$ cat src/rtl/rst_sequencer.sv
// -----------------------------------------------------------------------------
// rst_sequencer
//
// Purpose:
//   Releases the Wishbone-side reset domains in index order once the clock
//   source has been locked for LOCK_FILTER consecutive cycles. Releases are
//   spaced STAGE_CYCLES apart. Once every domain is running, per-domain
//   software soft-reset requests are serviced one at a time. The lowest
//   pending index wins. Any loss of lock puts every domain back into reset
//   and restarts the whole sequence.
//
// Parameters:
//   NUM_DOMAINS  (1..16) number of sequenced reset domains
//   LOCK_FILTER  (>=1)   consecutive locked=1 samples needed before release
//   STAGE_CYCLES (>=1)   spacing between releases; also soft-reset hold time
//
// Ports:
//   wb_clk      in   system clock; everything runs on its rising edge
//   wb_rst_n    in   asynchronous active-low reset
//   locked      in   clock-source lock, synchronous to wb_clk
//   sw_rst_req  in   [NUM_DOMAINS] one-cycle soft-reset request pulses
//   dom_rst     out  [NUM_DOMAINS] active-high reset per domain (registered)
//   seq_done    out  all domains released and no soft reset in progress
//   sw_rst_ack  out  [NUM_DOMAINS] one-cycle pulse when a soft reset completes
//
// Build option:
//   RST_SEQ_SOFT_RST_EN - when defined, compiles in the pending register, the
//   arbiter and the SOFT state. When it is not defined, sw_rst_req is ignored
//   and sw_rst_ack stays 0. In that case RUN is left only on loss of lock.
// -----------------------------------------------------------------------------
module rst_sequencer #(
  parameter int NUM_DOMAINS  = 4,
  parameter int LOCK_FILTER  = 16,
  parameter int STAGE_CYCLES = 16
) (
  input  logic                   wb_clk,
  input  logic                   wb_rst_n,
  input  logic                   locked,
  input  logic [NUM_DOMAINS-1:0] sw_rst_req,
  output logic [NUM_DOMAINS-1:0] dom_rst,
  output logic                   seq_done,
  output logic [NUM_DOMAINS-1:0] sw_rst_ack
);

  localparam int LCW = (LOCK_FILTER  > 1) ? $clog2(LOCK_FILTER)  : 1;
  localparam int SCW = (STAGE_CYCLES > 1) ? $clog2(STAGE_CYCLES) : 1;
  localparam int IW  = (NUM_DOMAINS  > 1) ? $clog2(NUM_DOMAINS)  : 1;

  localparam logic [LCW-1:0] LC_LAST  = LCW'(LOCK_FILTER - 1);
  localparam logic [SCW-1:0] ST_LAST  = SCW'(STAGE_CYCLES - 1);
  localparam logic [IW-1:0]  IDX_LAST = IW'(NUM_DOMAINS - 1);

  typedef enum logic [1:0] {
    WAIT_LOCK = 2'd0,
    RELEASE   = 2'd1,
    RUN       = 2'd2,
    SOFT      = 2'd3
  } state_t;

  state_t         state_reg;
  logic [LCW-1:0] lock_cnt_reg;
  logic [SCW-1:0] stage_cnt_reg;
  logic [IW-1:0]  idx_reg;

`ifdef RST_SEQ_SOFT_RST_EN
  logic [NUM_DOMAINS-1:0] pending_reg;
  // One-hot mask of the domain currently held in soft reset.
  logic [NUM_DOMAINS-1:0] soft_mask_reg;
  logic [NUM_DOMAINS-1:0] grant_oh;

  // Isolate the lowest set bit of pending: x & (-x) in two's complement.
  assign grant_oh = pending_reg & ((~pending_reg) + NUM_DOMAINS'(1));
`else
  // Soft-reset requests have no effect in this build.
  logic unused_sw_rst_req;
  assign unused_sw_rst_req = ^sw_rst_req;
`endif

  always_ff @(posedge wb_clk or negedge wb_rst_n) begin
    if (!wb_rst_n) begin
      state_reg     <= WAIT_LOCK;
      lock_cnt_reg  <= '0;
      stage_cnt_reg <= '0;
      idx_reg       <= '0;
      dom_rst       <= '1;
      seq_done      <= 1'b0;
      sw_rst_ack    <= '0;
`ifdef RST_SEQ_SOFT_RST_EN
      pending_reg   <= '0;
      soft_mask_reg <= '0;
`endif
    end else begin
      // The acknowledge is a single-cycle pulse.
      sw_rst_ack <= '0;

      if (state_reg != WAIT_LOCK && !locked) begin
        // Lock lost: put everything back into reset and drop queued work.
        // An in-flight soft reset is abandoned without an acknowledge.
        state_reg     <= WAIT_LOCK;
        lock_cnt_reg  <= '0;
        stage_cnt_reg <= '0;
        idx_reg       <= '0;
        dom_rst       <= '1;
        seq_done      <= 1'b0;
`ifdef RST_SEQ_SOFT_RST_EN
        pending_reg   <= '0;
        soft_mask_reg <= '0;
`endif
      end else begin
        case (state_reg)
          WAIT_LOCK: begin
            dom_rst  <= '1;
            seq_done <= 1'b0;
            if (!locked) begin
              lock_cnt_reg <= '0;
            end else if (lock_cnt_reg == LC_LAST) begin
              // This is the LOCK_FILTER-th consecutive locked sample.
              state_reg     <= RELEASE;
              lock_cnt_reg  <= '0;
              stage_cnt_reg <= '0;
              idx_reg       <= '0;
            end else begin
              lock_cnt_reg <= lock_cnt_reg + LCW'(1);
            end
          end

          RELEASE: begin
            if (stage_cnt_reg == ST_LAST) begin
              dom_rst[idx_reg] <= 1'b0;
              stage_cnt_reg    <= '0;
              if (idx_reg == IDX_LAST) begin
                state_reg <= RUN;
                seq_done  <= 1'b1;
              end else begin
                idx_reg <= idx_reg + IW'(1);
              end
            end else begin
              stage_cnt_reg <= stage_cnt_reg + SCW'(1);
            end
          end

`ifdef RST_SEQ_SOFT_RST_EN
          RUN: begin
            if (pending_reg != '0) begin
              // Grant the lowest pending domain. A new request for the same
              // domain on this edge is queued again, not lost.
              pending_reg   <= (pending_reg & ~grant_oh) | sw_rst_req;
              soft_mask_reg <= grant_oh;
              dom_rst       <= dom_rst | grant_oh;
              seq_done      <= 1'b0;
              stage_cnt_reg <= '0;
              state_reg     <= SOFT;
            end else begin
              pending_reg <= sw_rst_req;
            end
          end

          SOFT: begin
            pending_reg <= pending_reg | sw_rst_req;
            if (stage_cnt_reg == ST_LAST) begin
              dom_rst       <= dom_rst & ~soft_mask_reg;
              sw_rst_ack    <= soft_mask_reg;
              soft_mask_reg <= '0;
              stage_cnt_reg <= '0;
              state_reg     <= RUN;
              // Queued work keeps seq_done low. The next grant follows on
              // the next edge, so there is no one-cycle done glitch.
              seq_done      <= (pending_reg == '0);
            end else begin
              stage_cnt_reg <= stage_cnt_reg + SCW'(1);
            end
          end
`endif

          default: begin
            // RUN with soft reset compiled out: hold until lock is lost.
          end
        endcase
      end
    end
  end

endmodule

$ cat config.mk
export PLATFORM = sky130hd
export DESIGN_NAME = rst_sequencer
export DESIGN_NICKNAME = d
export VERILOG_FILES = /design/src/rtl/rst_sequencer.sv
export SDC_FILE = /design/constraint.sdc
export NUM_CORES = 1
export LEC_CHECK = 0
export ABC_AREA = 1
export BUFFER_PORTS_ARGS = -buffer_cell sky130_fd_sc_hd__buf_2
export CAP_MARGIN = 20
export CORE_MARGIN = 10
export CORE_UTILIZATION = 49
export DETAILED_ROUTE_END_ITERATION = 10
export PLACE_DENSITY = 0.7
export SYNTH_ARGS = -nofsm -noshare
export SYNTH_HDL_FRONTEND = slang
export SYNTH_SLANG_ARGS = --single-unit
$ cat constraint.sdc
create_clock -name wb_clk -period 2.31 [get_ports wb_clk]
set_input_delay 0 -clock wb_clk [delete_from_list [all_inputs] [get_ports wb_clk]]
set_output_delay 0 -clock wb_clk [all_outputs]
set_load 0.01 [all_outputs]
==> results.cfg <==
[synth]
synthMuxAreaShare_pct = 1.01
synth-compound-area-share_pct = 10.0
yosys-top-cells-area = dfrtp_1 33%, dfstp_2 11%, nand2_1 9.5%
netlist_area_sq_um = 988
synthSimpleGateAreaFrac_pct = 27.1
ys_seq_area_share_pct = 43.5
synth_xor_area_share_pct = 0.886
synth_top_family_by_area = simple AND/OR/NAND/NOR gates
synthAdderAreaFrac_pct = 7.59
yosys_warnings = 0
synth_top_area_cell = dfrtp_1
synthCells = 114
syn_avg_cell_area_sq_um = 8.67
synth_cell_types = 24
netlist.area_leader.share_pct = 32.9
ys_ff_latch = 17

[placed_design]
gp_congestion = 0.796
detailed_place_hpwl_um = 1290
placedCellCount = 146
numPortBuffers = 7

[global_routing]
grt_use_total_pct = 7.57
grt_pass1_wl_um = 2670
grt_max_degree = 18
grt_pass1_vias = 663
antenna_found_initial = 0
gr-total-overflow = 0

[worst_setup_path]
cp_common_cell = nand2_1
cp_cell_sequence = ha_1, nand3_2, o21ai_4, nand4_1, nand2_1, nand2_1
crit_start = lock_cnt_reg[0]
required_ns = 2.48
r2r_start = lock_cnt_reg[0]
crit_arrival_ns = 1.53
critical-path-max-stage-delay_ns = 0.40
crit_path_end_kind = flip-flop
crit_path_top_delay_cell = dfrtp_1
cp_max_fo = 6
critPathKind = flip-flop to flip-flop
start_kind = flip-flop

[min_path]
hold_start = locked
hold_class = input port to flip-flop

[status]
outcome = finished clean

[clock_network]
cts_resized = 0
cts_root_buffer = clkbuf_4
post_cts_buffers = 0
htreeDepth = 1
cts_hold_buf = 1
clk_latency_ns = 0.28
path_clk_slew_ns = 0.09
cts.sinks = 17
cts_buffers = 3
tritoncts = done
cts_buffer_depth = 2

[sta]
period_needed_ns = 1.36
finalSetupTns_ns = 0
rsz0062_at_grt = false
holdWs_ns = 0.0713
fin_worst_skew_ns = 0.00365
hold_violations = 0
final-setup-viol-count = 0
fin_crit_sh_pct = 58.9
slew_viol_final = 0
clock.fmax_mhz = 735

[drt]
firstDrtPassIters = 4
drc = 0
drt_iter0_drc = 12
vias = 722
routedWlPerCell_um = 10.4
antenna_left = 0
vias_per_cell = 4.78
wirelength_um = 1580

[power_and_ir_drop]
vdd_drop_max_v = 0.000620
power_density_nw_per_um2 = 1060
power_mw = 1.13
leakagePower_nw = 0.527

[layout]
final_common_cell = nand2_1
num_antenna_cells = 0
nets = 138
most-common-layout-cells = 25 x nand2_1, 13 x dfrtp_1, 8 x inv_1, 8 x o21ai_1
area.growth.synth_to_final_pct = 7.59
layout-drive-gt1-share_pct = 28.2
instances_no_fill = 151
final_core_util_pct = 54.8

[die]
initial_core_util_pct = 50.9
io_pins = 16
die_h_um = 64.9
core_sq_um = 1940
die_w_um = 64.9
rows = 16
die_area_sq_um = 4210

[job]
cap_violations = 0
## logic make-up after synthesis
family | after synthesis
multiplexers | 1
other | 1
flip-flops | 17
XOR/XNOR | 1
AND/OR/NAND/NOR | 53
adder cells (fa/ha/maj) | 6
AO/OA/AOI/OAI | 16
buffers and inverters | 19
## cell type report
class	instances	area, sq um
inverter	14	52.6
sequential	17	430
tap	27	33.8
clock buffer	4	26.3
fill	191	878
multi-input combinational	81	475
timing repair buffer	8	45.0
## where the power goes
group          internal (mW)  total [mW]  leakage [nW]  switching (mW)
registers              0.390       0.465         0.217          0.0747
clock network         0.0669       0.152        0.0150          0.0849
logic                  0.180       0.513         0.294           0.333
## cell usage after synthesis, drive strengths merged
cell / instances
nand2: 31
inv: 14
dfrtp: 13
o21ai: 12
nand3: 9
nor2: 9
ha: 6
buf: 5
a21oi: 4
dfstp: 4
nand4: 4
conb: 1
mux2i: 1
xor2: 1
## worst max-delay path: cells and delay by family, from the launching register on
kind	cells	cell delay, ns
flops	1	0.40
simple gates	4	0.40
compound gates	1	0.22
fa+ha+maj	1	0.22
## metrics by stage
stage | cell area [sq um] | setup slack (ns)
2_1_floorplan | 1000 | 1.09
3_3_place_gp | 1030 | 0.957
3_5_place_dp | 1030 | 0.957
4_1_cts | 1060 | 0.944
5_1_grt | 1060 | 0.811
6_report | 1060 | 0.950
## metal layers
layer / up-vias / routed length (um) / track usage [%]
li1: 382 / - / -
met1: 328 / 730 / 9.35
met2: 10 / 751 / 12.1
met3: 2 / 83 / 2.06
met4: 0 / 10 / 3.21
met5: - / 0 / 0
## worst paths after layout
check	to	slack, ns	cells after the start
setup reg to reg	idx_reg[1]	0.95	6
hold / removal	lock_cnt_reg[1]	0.07	3
hold reg to reg	dom_rst[3]	0.46	2
min in group asynchronous	state_reg[1]	0.15	2
max in group asynchronous	dom_rst[3]	1.84	2
setup / recovery	idx_reg[1]	0.95	6
(Power assumes the default switching activity.)
